## src/rtl/audio_pkg.sv

```systemverilog
// audio_pkg: shared FSM state type and default widths for the audio sample feeder.
package audio_pkg;
   typedef enum logic [1:0] {IDLE, ISSUE, WAIT_LOW} state_e;
   localparam int AUDIO_BITS_DEF = 12;
   localparam int UNDERRUN_W = 16;
endpackage

```

## src/rtl/audio_sample_feeder_if.sv

```systemverilog
// audio_sample_feeder_if: producer/DAC bundle; underrun ports exist only with AUDIO_FEEDER_UNDERRUN_EN.
interface audio_sample_feeder_if import audio_pkg::*; #(
   parameter int AUDIO_BITS = AUDIO_BITS_DEF,
   parameter int DEPTH_LOG2 = 4
);
   logic                    in_valid;
   logic [2*AUDIO_BITS-1:0] in_sample;
   logic                    in_ready;
   logic                    dac_ready;
   logic                    dac_wreq;
   logic [2*AUDIO_BITS-1:0] dac_sample;
   logic [DEPTH_LOG2:0]     level;
`ifdef AUDIO_FEEDER_UNDERRUN_EN
   logic                    underrun_clr;
   logic [UNDERRUN_W-1:0]   underrun_cnt;
   modport master (output in_valid, in_sample, dac_ready, underrun_clr,
                   input in_ready, dac_wreq, dac_sample, level, underrun_cnt);
   modport slave (input in_valid, in_sample, dac_ready, underrun_clr,
                  output in_ready, dac_wreq, dac_sample, level, underrun_cnt);
`else
   modport master (output in_valid, in_sample, dac_ready,
                   input in_ready, dac_wreq, dac_sample, level);
   modport slave (input in_valid, in_sample, dac_ready,
                  output in_ready, dac_wreq, dac_sample, level);
`endif
endinterface

```

## src/rtl/audio_fifo_sync.sv

```systemverilog
// audio_fifo_sync: synchronous FIFO, no fall-through; push while full and pop while empty are ignored.
module audio_fifo_sync #(
   parameter int WIDTH = 24,
   parameter int DEPTH_LOG2 = 4
) (
   input  logic                  clk,
   input  logic                  aclr_,
   input  logic                  push_i,
   input  logic                  pop_i,
   input  logic [WIDTH-1:0]      wdata_i,
   output logic [WIDTH-1:0]      rdata_o,
   output logic                  full_o,
   output logic                  empty_o,
   output logic [DEPTH_LOG2:0]   level_o
);
   localparam int DEPTH = 2**DEPTH_LOG2;
   logic [WIDTH-1:0]      mem_q [DEPTH];
   logic [DEPTH_LOG2-1:0] wptr_q, rptr_q;
   logic [DEPTH_LOG2:0]   level_q;
   logic                  do_push, do_pop;
   assign full_o  = level_q == (DEPTH_LOG2+1)'(DEPTH);
   assign empty_o = level_q == '0;
   assign do_push = push_i && !full_o;
   assign do_pop  = pop_i && !empty_o;
   assign rdata_o = mem_q[rptr_q];
   assign level_o = level_q;
   always_ff @(posedge clk) begin
      if (!aclr_) begin
         wptr_q  <= '0;
         rptr_q  <= '0;
         level_q <= '0;
      end else begin
         wptr_q  <= do_push ? wptr_q + DEPTH_LOG2'(1) : wptr_q;
         rptr_q  <= do_pop ? rptr_q + DEPTH_LOG2'(1) : rptr_q;
         level_q <= level_q + (DEPTH_LOG2+1)'(do_push) - (DEPTH_LOG2+1)'(do_pop);
      end
   end
   always_ff @(posedge clk) begin
      if (do_push) mem_q[wptr_q] <= wdata_i;
   end
endmodule

```

## src/rtl/audio_sample_feeder.sv

```systemverilog
// audio_sample_feeder: FIFO-backed DAC feeder issuing one wreq per dac_ready window.
// Optional starvation counter enabled by AUDIO_FEEDER_UNDERRUN_EN.
module audio_sample_feeder import audio_pkg::*; #(
   parameter int AUDIO_BITS = AUDIO_BITS_DEF,
   parameter int DEPTH_LOG2 = 4
) (
   input logic                  clk,
   input logic                  aclr_,
   audio_sample_feeder_if.slave bus
);
   state_e                  state_q, state_d;
   logic                    pop, wreq_d, wreq_q, empty, full;
   logic [2*AUDIO_BITS-1:0] head, sample_d, sample_q;
   logic [DEPTH_LOG2:0]     level;
   audio_fifo_sync #(.WIDTH(2*AUDIO_BITS), .DEPTH_LOG2(DEPTH_LOG2)) u_fifo (
      .clk     (clk),
      .aclr_   (aclr_),
      .push_i  (bus.in_valid),
      .pop_i   (pop),
      .wdata_i (bus.in_sample),
      .rdata_o (head),
      .full_o  (full),
      .empty_o (empty),
      .level_o (level)
   );
   assign bus.in_ready   = !full;
   assign bus.level      = level;
   assign bus.dac_wreq   = wreq_q;
   assign bus.dac_sample = sample_q;
   always_ff @(posedge clk) begin
      if (!aclr_) begin
         state_q  <= IDLE;
         wreq_q   <= 1'b0;
         sample_q <= '0;
      end else begin
         state_q  <= state_d;
         wreq_q   <= wreq_d;
         sample_q <= sample_d;
      end
   end
   always_comb begin
      state_d = (state_q == IDLE)  ? ((bus.dac_ready && !empty) ? ISSUE : IDLE) :
                (state_q == ISSUE) ? WAIT_LOW :
                (bus.dac_ready ? WAIT_LOW : IDLE);
   end
   always_comb begin
      pop      = (state_q == IDLE) && bus.dac_ready && !empty;
      wreq_d   = pop;
      sample_d = pop ? head : sample_q;
   end
`ifdef AUDIO_FEEDER_UNDERRUN_EN
   logic                  armed_q, armed_d, starve;
   logic [UNDERRUN_W-1:0] ucnt_q, ucnt_d;
   // One count per starvation episode: armed by a wreq, disarmed by the count.
   always_comb begin
      starve  = (state_q == IDLE) && bus.dac_ready && empty && armed_q;
      armed_d = pop ? 1'b1 : (starve ? 1'b0 : armed_q);
      ucnt_d  = bus.underrun_clr ? '0 :
                (starve && ucnt_q != '1) ? ucnt_q + UNDERRUN_W'(1) : ucnt_q;
   end
   always_ff @(posedge clk) begin
      if (!aclr_) begin
         armed_q <= 1'b0;
         ucnt_q  <= '0;
      end else begin
         armed_q <= armed_d;
         ucnt_q  <= ucnt_d;
      end
   end
   assign bus.underrun_cnt = ucnt_q;
`endif
endmodule

```

## src/flat_wrapper.sv

```systemverilog
// flat-port wrapper written by rule: the top's interface ports become plain ports
module audio_sample_feeder_flat import audio_pkg::*;
#(
   parameter int AUDIO_BITS = AUDIO_BITS_DEF,
   parameter int DEPTH_LOG2 = 4
)
  (clk, aclr_, bus_in_valid, bus_in_sample, bus_dac_ready, bus_in_ready, bus_dac_wreq, bus_dac_sample, bus_level);
  audio_sample_feeder_if #(.AUDIO_BITS(AUDIO_BITS), .DEPTH_LOG2(DEPTH_LOG2)) bus_i ();
  input logic clk;
  input logic aclr_;
  input wire logic [$bits(bus_i.in_valid)-1:0] bus_in_valid;
  input wire logic [$bits(bus_i.in_sample)-1:0] bus_in_sample;
  input wire logic [$bits(bus_i.dac_ready)-1:0] bus_dac_ready;
  output wire logic [$bits(bus_i.in_ready)-1:0] bus_in_ready;
  output wire logic [$bits(bus_i.dac_wreq)-1:0] bus_dac_wreq;
  output wire logic [$bits(bus_i.dac_sample)-1:0] bus_dac_sample;
  output wire logic [$bits(bus_i.level)-1:0] bus_level;
  assign bus_i.in_valid = bus_in_valid;
  assign bus_i.in_sample = bus_in_sample;
  assign bus_i.dac_ready = bus_dac_ready;
  assign bus_in_ready = bus_i.in_ready;
  assign bus_dac_wreq = bus_i.dac_wreq;
  assign bus_dac_sample = bus_i.dac_sample;
  assign bus_level = bus_i.level;
  audio_sample_feeder #(.AUDIO_BITS(AUDIO_BITS), .DEPTH_LOG2(DEPTH_LOG2)) u_core (.clk(clk), .aclr_(aclr_), .bus(bus_i));
endmodule
```

## config.mk

```make
export PLATFORM = sky130hd
export DESIGN_NAME = audio_sample_feeder_flat
export DESIGN_NICKNAME = d
export VERILOG_FILES = /design/src/rtl/audio_pkg.sv /design/src/rtl/audio_sample_feeder_if.sv /design/src/rtl/audio_fifo_sync.sv /design/src/rtl/audio_sample_feeder.sv /design/src/flat_wrapper.sv
export SDC_FILE = /design/constraint.sdc
export NUM_CORES = 1
export LEC_CHECK = 0
export CAP_MARGIN = 20
export CORE_UTILIZATION = 65
export DETAILED_ROUTE_END_ITERATION = 10
export PLACE_DENSITY = 0.9
export SLEW_MARGIN = 15
export SYNTH_ARGS = -nofsm -noshare
export SYNTH_HDL_FRONTEND = slang
export SYNTH_HIERARCHICAL = 1
export SYNTH_SLANG_ARGS = --single-unit
export TNS_END_PERCENT = 5
```

## constraint.sdc

```tcl
create_clock -name clk -period 8 [get_ports clk]
set_input_delay 0.8 -clock clk [delete_from_list [all_inputs] [get_ports clk]]
set_output_delay 0.8 -clock clk [all_outputs]
set_load 0.02 [all_outputs]
```

==> flow_summary_export.csv, run 1 <==
group,metric,value,unit
logic_synthesis,synth.distinct_cells,31,
drt,vias_per_cell,6.649,
floorplanning,fp.coreArea,24530,µm²
pwr,leakage,0.006057,µW
setup_path,crit_top_cell,"inv_1",
place,place_area,17350,µm²
layout,fin_cells,1251,
place,io_buffers,58,
setup_path,crit_required,8430,ps
sta,finalCritPeriodShare,0.4707,
sta,min_period,3765,ps
drt,vias,8318,
sta,slew_headroom,0.3327,
clock_tree,ctsHoldBuffers,0,
sta,drv_slew,0,
setup_path,critPathMaxFanout,30,
clock_tree,root_buffer,"clkbuf_16",
place,placed_cells,1173,
logic_synthesis,synth_top_family_by_area,"multiplexers",
floorplanning,dieWidth,160.8,µm
logic_synthesis,synthMuxAreaShare,0.1472,
setup_path,worst_ep_arrival_time,4190,ps
setup_path,path_cells,"inv_1 > ha_1 > or4b_1 > inv_1 > nor4b_4 > buf_4 > nand2_1 > inv_1 > ha_1 > inv_1 > ha_1 > fa_1 > a21oi_1 > nor2_1 > or3_1 > and3_1",
flow_run,max-cap-violations,0,
logic_synthesis,ys.warnings.count,6,
grt,grt-ovfl-total,0,
logic_synthesis,syn_area_per_cell,20.20,µm²
floorplanning,die_area,25840,µm²
setup_path,startpoint_type,"register",
floorplanning,die_y,160.8,µm
logic_synthesis,synthFlopType,"edfxtp_1",
clock_tree,htree_levels,2,
clock_tree,postCtsSetupRepairBufs,0,
clock_tree,clkTransAtPathRegs,60,ps
sta,fin_hold_ws,461.4,ps
sta,max_freq,265.6,MHz
logic_synthesis,synth_xor_area_frac,0.004811,
drt,routed_wl,35670,µm
clock_tree,clock-sinks,428,
grt,antenna_found_initial,1,
place,place_congestion,0.7296,
grt,grt_pass1_wl,53430,µm
setup_path,critPathKind,"register to register",
clock_tree,cts.path.max_buffers,3,
floorplanning,ioPinCount,59,
run_status,status,"complete, no violations",
clock_tree,post_cts_resized,0,
pwr,power_density,308.5,nW/µm²
clock_tree,tritoncts,"yes",
grt,grt_use_total,0.2891,
logic_synthesis,synth-seq-area-share,0.7576,
logic_synthesis,ys_async_sr_fraction,0,
sta,hold_violations,0,
sta,setup_viol,0,
logic_synthesis,synth_compound_area_frac,0.02429,
layout,finish.instance_area,18800,µm²
grt,grt_max_degree,66,
drt,drc_errors,0,
layout,final_common_cell,"edfxtp_1",
setup_path,cp_slowest_cell,"or4b_1",
drt,drt_iter0_markers,944,
layout,drive_above_1_share,0.2181,
grt,grt_pass1_vias,8708,
logic_synthesis,synthAdderAreaFrac,0.009623,
layout,n_fill_cell,1198,
sta,finClkSkew,9.732,ps
place,hpwl,17390,µm
hold_path,min_path_type,"register to register",
layout,final_cell_mix,"edfxtp_1 (384), mux4_2 (96), nand2_1 (76)",
setup_path,cp_num_buf_inv,5,
sta,rsz0062_at_grt,"false",
logic_synthesis,synth.net_count,851,
logic_synthesis,netlist_area,16380,µm²
clock_tree,clkLatencyLatePin,540,ps
pwr,vdd_drop_max,0.0001980,V
setup_path,max_stage_delay,560,ps
drt,ant_nets,0,
floorplanning,initial_core_util,0.6678,
layout,syn2layout_area_growth,14.75,%
logic_synthesis,yosys.area_share.simple,0.03719,
logic_synthesis,ys_ff_latch,428,
logic_synthesis,synth_edf_count,384,
clock_tree,numCtsBuffers,41,
floorplanning,placementRows,57,
sta,worst_pin_slew,998.8,ps
drt,wire_per_inst,28.51,µm
logic_synthesis,synthCells,811,
layout,fin_nets,933,
setup_path,crit_family,"simple AND/OR/NAND/NOR gates",
drt,dr.pass1.iters,7,
setup_path,end_kind,"register",
sta,setup_tns,0,ps
[final cells by class]
| type | count | area, µm² | share of cell area |
|---|---|---|---|
| sequential | 428 | 12420 | 0.6606 |
| multi-input combinational | 323 | 3704 | 0.1970 |
| clock buffer | 58 | 1202 | 0.06396 |
| timing repair buffer | 84 | 790.8 | 0.04206 |
| tap | 324 | 405.4 | 0.02156 |
| clock inverter | 18 | 219.0 | 0.01165 |
| inverter | 15 | 56.30 | 0.002995 |
| antenna | 1 | 2.502 | 0.0001331 |
[layer usage]
metal  GRT usage  routed length (µm)  share of wire
met1      0.3862               12990           0.36
met2      0.4673               17700           0.50
met3     0.05269                3337          0.094
met4      0.1424                1641          0.046
met5           0                   0              0
[cell families (layout without fill, tap and decap cells)]
kind of cell             Yosys count  in the layout
AO/OA/AOI/OAI                     54             54
XOR/XNOR                           9              9
adder cells (fa/ha/maj)           12             12
buffers and inverters             60            175
flip-flops                       428            428
multiplexers                     121            121
other                              0              1
AND/OR/NAND/NOR                  127            127
[worst paths after layout]
check | from | endpoint | cells past startpoint | slack (ps)
worst min-delay path | u_core/bus.dac_sample[20] | u_core/bus.dac_sample[20] | 2 | 460
worst max-delay path | u_core/u_fifo/level_o[2] | u_core/u_fifo/level_o[4] | 16 | 4230
worst max register to register | u_core/u_fifo/level_o[2] | u_core/u_fifo/level_o[4] | 16 | 4230
worst min register to register | u_core/bus.dac_sample[20] | u_core/bus.dac_sample[20] | 2 | 460
[synthesized netlist by cell type, types with 4 or more instances]
cell type	count	area [µm²]
nand3_1	5	25.02
clkbuf_1	27	101.4
buf_2	10	50.05
dfxtp_1	44	880.8
xnor2_1	6	52.55
nand2_1	76	285.3
buf_6	6	67.56
nor4_1	4	25.02
inv_1	15	56.30
and2_1	22	137.6
a22oi_1	48	360.4
ha_1	11	137.6
mux2i_1	25	250.2
edfxtp_1	384	11530
mux4_2	96	2162
nor2_1	7	26.28
[worst min-delay path, cell delays in order, from the launching register on]
cell     delay [ps]
dfxtp_1         310
nand2_1          50
mux2i_1          50
[where the power goes]
part / switching, µW / internal (µW) / total [µW]
Clock: 805 / 1210 / 2020
Sequential: 95.7 / 2560 / 2660
Combinational: 557 / 568 / 1130
Total: 1460 / 4340 / 5800
[flip-flops by register name (all words and copies together), names as in the netlist, named ones only]
signal                 flops
u_core/bus.dac_sample     24
u_core/u_fifo/mem_q      384
u_core/u_fifo/level_o      5
u_core/u_fifo/wptr_q       4
u_core/state_q             2
u_core/u_fifo/rptr_q       4
u_core/bus.dac_wreq        1
[metrics by stage]
stage                     utilization  setup slack [ps]  power, µW
after global routing           0.7663              4103       5990
after global placement         0.7071              4153       3750
after floorplan                     -              4083       3504
after CTS                      0.7650              4255       5811
final                          0.7663              4235       5799
after detailed placement       0.7071              4031       3790
Note: power is estimated with default switching activity, not from simulation.
==> run 2: changes to the inputs <==
--- a/config.mk
+++ b/config.mk
@@ -6,9 +6,9 @@
 export NUM_CORES = 1
 export LEC_CHECK = 0
 export CAP_MARGIN = 20
-export CORE_UTILIZATION = 65
+export CORE_UTILIZATION = 55
 export DETAILED_ROUTE_END_ITERATION = 10
-export PLACE_DENSITY = 0.9
+export PLACE_DENSITY = 0.82
 export SLEW_MARGIN = 15
 export SYNTH_ARGS = -nofsm -noshare
 export SYNTH_HDL_FRONTEND = slang
==> constraint.sdc (replaced) <==
create_clock -name clk -period 3.25 [get_ports clk]
set_input_delay 0.325 -clock clk [delete_from_list [all_inputs] [get_ports clk]]
set_output_delay 0.325 -clock clk [all_outputs]
set_load 0.02 [all_outputs]
==> run 2 against run 1 <==
Setup slack got worse by 4100 ps. Sequential share of layout area fell by 0.17 points. Final cell count rose by 5.4%. Clock power rose by 130%. Count of clock-buffer cells in the layout fell by 11. Clock skew rose by 2.1 ps. Combinational power rose to 2.5 times the previous value. Routed wire length fell by 1.5%. Global-route usage fell by 5.3 points. Register-to-register slack got worse by 4100 ps. Largest power group unchanged.
==> flow_summary_export.csv, run 2 (synthesis gave the netlist of run 1 again) <==
group,metric,value,unit
run_status,status,"complete, no violations",
drt,vias,8245,
drt,drt_iter0_markers,903,
floorplanning,dieWidth,174.6,µm
hold_path,holdCritStartpoint,"aclr_",
clock_tree,clkLatencyLatePin,530,ps
sta,finClkSkew,11.78,ps
clock_tree,root_buffer,"clkbuf_16",
drt,wire_per_inst,26.63,µm
pwr,vdd_drop_max,0.0003484,V
layout,multi_input_area,3705,µm²
place,place_congestion,0.7299,
drt,vias_per_cell,6.251,
floorplanning,ioPinCount,59,
drt,ant_nets,0,
hold_path,hold_depth,3,
layout,fin_nets,943,
floorplanning,die_area,30480,µm²
layout,n_fill_cell,1856,
place,io_buffers,58,
setup_path,critPathMaxFanout,4,
hold_path,min_path_type,"input port to register",
sta,worst_slack,175.3,ps
pwr,leakage,0.006046,µW
clock_tree,tritoncts,"yes",
grt,antenna_found_initial,1,
setup_path,end_kind,"register",
setup_path,critPathKind,"register to register",
setup_path,rr_endpoint,"u_core/u_fifo/level_o[4]",
place,hpwl,18970,µm
grt,grt_pass1_wl,52010,µm
setup_path,rrSetupSlack,180,ps
layout,drive_above_1_share,0.2235,
sta,rsz0062_at_grt,"false",
drt,routed_wl,35130,µm
sta,finalCritPeriodShare,0.9461,
floorplanning,die_y,174.6,µm
floorplanning,fp.coreArea,29010,µm²
grt,grt_max_degree,61,
grt,grt_use_total,0.2360,
setup_path,startpoint_type,"register",
layout,syn2layout_area_growth,15.05,%
clock_tree,clkTransAtPathRegs,60,ps
layout,regMostFlops,"u_core/u_fifo/mem_q",
clock_tree,htree_levels,2,
grt,grt.met1_usage,0.3145,
layout,fin_cells,1319,
place,post-place-ws,125.2,ps
clock_tree,cts.path.max_buffers,3,
layout,largest_reg_flops,384,
grt,busiest_layer,"met2",
pwr,power_density,744.1,nW/µm²
drt,drc_errors,0,
hold_path,worstHoldEndpoint,"u_core/bus.dac_sample[2]",
layout,final_common_cell,"edfxtp_1",
sta,min_period,3075,ps
clock_tree,ctsHoldBuffers,0,
grt,gr-usage-met2,0.3984,
setup_path,rr_startpoint,"u_core/u_fifo/level_o[3]",
floorplanning,placementRows,62,
layout,regArea,12420,µm²
grt,use_met3,0.04025,
layout,post-route-util,0.6496,
layout,num_antenna_cells,0,
grt,grt_pass1_vias,8504,
sta,slew_headroom,0.4526,
sta,fin_hold_ws,317.9,ps
floorplanning,initial_core_util,0.5647,
sta,hold_violations,0,
clock_tree,clock-sinks,428,
flow_run,max-cap-violations,0,
sta,setup_viol,0,
layout,final_cell_mix,"edfxtp_1 (384), mux4_2 (96), nand2_1 (76)",
grt,grt-ovfl-total,0,
sta,drv_slew,0,
sta,max_freq,325.2,MHz
place,placed_cells,1244,
sta,worst_pin_slew,817.4,ps
setup_path,reg2regPathDepth,14,
setup_path,worst_ep_arrival_time,3500,ps
drt,dr.pass1.iters,5,
setup_path,crit_required,3680,ps
clock_tree,numCtsBuffers,41,
## run 2: cell count changes in the layout (fill, tap and decap cells not counted), moves of 2 or more
cell	previous run	this run
clkinv_1	3	12
buf_4	25	33
clkbuf_8	7	0
clkbuf_1	8	4
buf_12	0	3
bufinv_16	5	3
clkinvlp_4	0	2
## run 2: power breakdown
part	switching (µW)	internal, µW	leakage, µW
Combinational	1380	1460	0.00158
Sequential	238	6310	0.00383
Clock	1990	2650	0.000640
Total	3610	10400	0.00605
## run 2: what timing repair did
item	CTS	global route
endpoints found under the setup margin	0	1
setup buffers	0	0
resized for setup	0	3
## run 2: per-layer routing
layer	vias to the layer above	routed length [µm]
li1	3443	-
met1	4266	13180
met2	467	18020
met3	67	2947
met4	2	961
met5	-	14
## run 2: worst max-delay path by stage
stage	from	to	slack, ps	cells past startpoint
after floorplan	u_core/u_fifo/level_o[2]	u_core/u_fifo/mem_q[0][0]	-670	5
after global placement	u_core/u_fifo/level_o[3]	u_core/u_fifo/level_o[4]	190	14
after detailed placement	u_core/u_fifo/level_o[2]	u_core/u_fifo/level_o[4]	130	15
after CTS	u_core/u_fifo/level_o[2]	u_core/u_fifo/level_o[4]	60	15
after global routing	u_core/u_fifo/level_o[3]	u_core/u_fifo/level_o[4]	30	14
final	u_core/u_fifo/level_o[3]	u_core/u_fifo/level_o[4]	180	14
## run 2: cell type report
class,count,area share
repair buffers,94,0.04687
clock buffers,47,0.05789
multi-input cells,323,0.1966
flip-flops and latches,428,0.6589
clock inverters,28,0.01129
inverters,15,0.002987
well taps,384,0.02549
## run 2: per-stage QoR
step / area (µm²) / TNS (ps) / total power, µW
final: 18850 / 0 / 14030
after global routing: 18850 / 0 / 14510
after CTS: 18840 / 0 / 14100
after detailed placement: 17540 / 0 / 9454
after global placement: 17540 / 0 / 9364
after floorplan: 16380 / -64230 / 8626
## run 2: worst max-delay path, cell delays in order, from the launching register on
cell and delay [ps]:
dfxtp_1 330, inv_1 80, ha_1 170, or4b_4 480, buf_4 160, nand2_1 80, inv_1 50, ha_1 270
inv_1 40, ha_1 210, fa_2 370, a21oi_1 170, nor2_1 70, or3_1 330, and3_1 180
==> run 3: changes to the inputs <==
--- a/config.mk
+++ b/config.mk
@@ -6,9 +6,10 @@
 export NUM_CORES = 1
 export LEC_CHECK = 0
 export CAP_MARGIN = 20
-export CORE_UTILIZATION = 55
+export CORE_MARGIN = 2
+export CORE_UTILIZATION = 30
 export DETAILED_ROUTE_END_ITERATION = 10
-export PLACE_DENSITY = 0.82
+export PLACE_DENSITY = 0.53
 export SLEW_MARGIN = 15
 export SYNTH_ARGS = -nofsm -noshare
 export SYNTH_HDL_FRONTEND = slang
==> run 3 against run 2 <==
Sequential cell count did not move. Combinational power rose by 2%. Clock skew barely moved. Via count fell by 5.5%. Routed wire length fell by 1.0%. Final cell count rose by 24%. Non-clock buffer count rose by 5. Setup slack improved by 49 ps. Critical path depth did not move. Total power barely moved.
==> flow_summary_export.csv, run 3 (synthesis gave the netlist of run 1 again) <==
group,metric,value,unit
run_status,status,"complete, no violations",
layout,drive_above_1_share,0.2246,
pwr,vdd_drop_max,0.0003965,V
floorplanning,placementRows,85,
drt,routed_wl,34770,µm
setup_path,cp_num_buf_inv,4,
grt,antenna_found_initial,0,
drt,drc_errors,0,
setup_path,worst_ep_arrival_time,3460,ps
setup_path,crit_required,3690,ps
layout,fin_nets,951,
hold_path,min_path_type,"input port to register",
place,hpwl,20440,µm
sta,finClkSkew,12.25,ps
pwr,leakage,0.006093,µW
sta,slew_headroom,0.4619,
layout,multi_input_area,3731,µm²
setup_path,critPathKind,"register to register",
layout,final_common_cell,"edfxtp_1",
clock_tree,clkLatencyLatePin,540,ps
layout,syn2layout_area_growth,18.22,%
pwr,total_power,14040,µW
clock_tree,tritoncts,"yes",
setup_path,startpoint_type,"register",
grt,grt-ovfl-total,0,
sta,setup_tns,0,ps
layout,num_antenna_cells,0,
layout,post-route-util,0.3592,
sta,rsz0062_at_grt,"false",
sta,worst_pin_slew,806.3,ps
grt,grt_max_degree,66,
grt,grt_use_total,0.1258,
clock_tree,clock-sinks,428,
setup_path,cp_slowest_cell,"or4b_4",
setup_path,crit_family,"simple AND/OR/NAND/NOR gates",
floorplanning,fp.coreArea,53920,µm²
setup_path,max_stage_delay,470,ps
drt,dr.pass1.iters,4,
floorplanning,ioPinCount,59,
clock_tree,htree_levels,2,
layout,largest_reg_flops,384,
layout,regArea,12420,µm²
pwr,power_density,724.7,nW/µm²
drt,vias,7789,
floorplanning,initial_core_util,0.3038,
sta,max_freq,330.5,MHz
clock_tree,root_buffer,"clkbuf_16",
clock_tree,ctsHoldBuffers,0,
setup_path,critPathMaxFanout,4,
setup_path,path_cells,"inv_1 > ha_1 > or4b_4 > buf_4 > nand2_2 > inv_1 > ha_1 > inv_1 > ha_1 > fa_2 > a21oi_1 > nor2_1 > or3_1 > and3_1",
drt,vias_per_cell,4.749,
layout,regMostFlops,"u_core/u_fifo/mem_q",
floorplanning,dieWidth,237.7,µm
floorplanning,die_area,56500,µm²
setup_path,end_kind,"register",
flow_run,max-cap-violations,0,
clock_tree,numCtsBuffers,44,
place,io_buffers,58,
grt,grt_pass1_wl,53160,µm
sta,hold_violations,0,
sta,setup_viol,0,
drt,drt_iter0_markers,490,
layout,final_cell_mix,"edfxtp_1 (384), mux4_2 (96), nand2_1 (75)",
place,place_congestion,0.6963,
layout,n_fill_cell,4940,
sta,drv_slew,0,
drt,wire_per_inst,21.20,µm
sta,finalCritPeriodShare,0.9309,
drt,ant_nets,0,
sta,min_period,3025,ps
grt,grt_pass1_vias,8198,
clock_tree,clkTransAtPathRegs,60,ps
floorplanning,die_y,237.7,µm
clock_tree,cts.path.max_buffers,3,
run 3: worst min-delay path: cells and delay by family:
family,cells,cell delay [ps]
buffers and inverters,1,420
muxes,1,140
and+or+nand+nor,1,60
run 3: final cells by class:
cell class / count / area share
tap: 696 / 0.04496
timing repair buffer: 99 / 0.05078
clock buffer: 68 / 0.06363
clock inverter: 11 / 0.003876
multi-input combinational: 323 / 0.1926
sequential: 428 / 0.6412
inverter: 15 / 0.002907
run 3: worst paths after layout:
kind	end	slack, ps	depth (start not counted)	startpoint
setup / recovery	u_core/u_fifo/level_o[4]	220	14	u_core/u_fifo/level_o[2]
hold reg to reg	u_core/bus.dac_sample[1]	460	2	u_core/bus.dac_sample[1]
hold / removal	u_core/state_q[1]	440	3	bus_dac_ready
setup reg to reg	u_core/u_fifo/level_o[4]	220	14	u_core/u_fifo/level_o[2]
run 3: where the power goes:
part / leakage, µW / internal (µW) / switching [µW]
logic: 0.00163 / 1480 / 1410
clock network: 0.000638 / 2680 / 1980
registers: 0.00383 / 6300 / 181
run 3: routing by layer:
layer	GRT usage	up-vias	part of all wire
li1	-	3480	-
met1	0.1753	4128	0.46
met2	0.2070	131	0.49
met3	0.01974	50	0.036
met4	0.03049	0	0.018
met5	0	-	0
run 3: metrics by stage:
step / hold WS, ps / instances / area, µm² / setup WS, ps
final: 444.0 / 1640 / 19370 / 224.6
after global routing: 439.4 / 1640 / 19370 / 22.96
after CTS: 421.8 / 1640 / 19360 / 63.19
after detailed placement: 449.9 / 1561 / 18050 / 77.21
after global placement: 445.5 / 1561 / 18050 / 115.5
after floorplan: 423.9 / 811 / 16380 / -667.2
run 3: repair_timing:
action / 4_1_cts / 5_1_grt
setup buffers: 0 / 0
endpoints found under the setup margin: 0 / 1
gates resized for setup: 0 / 3
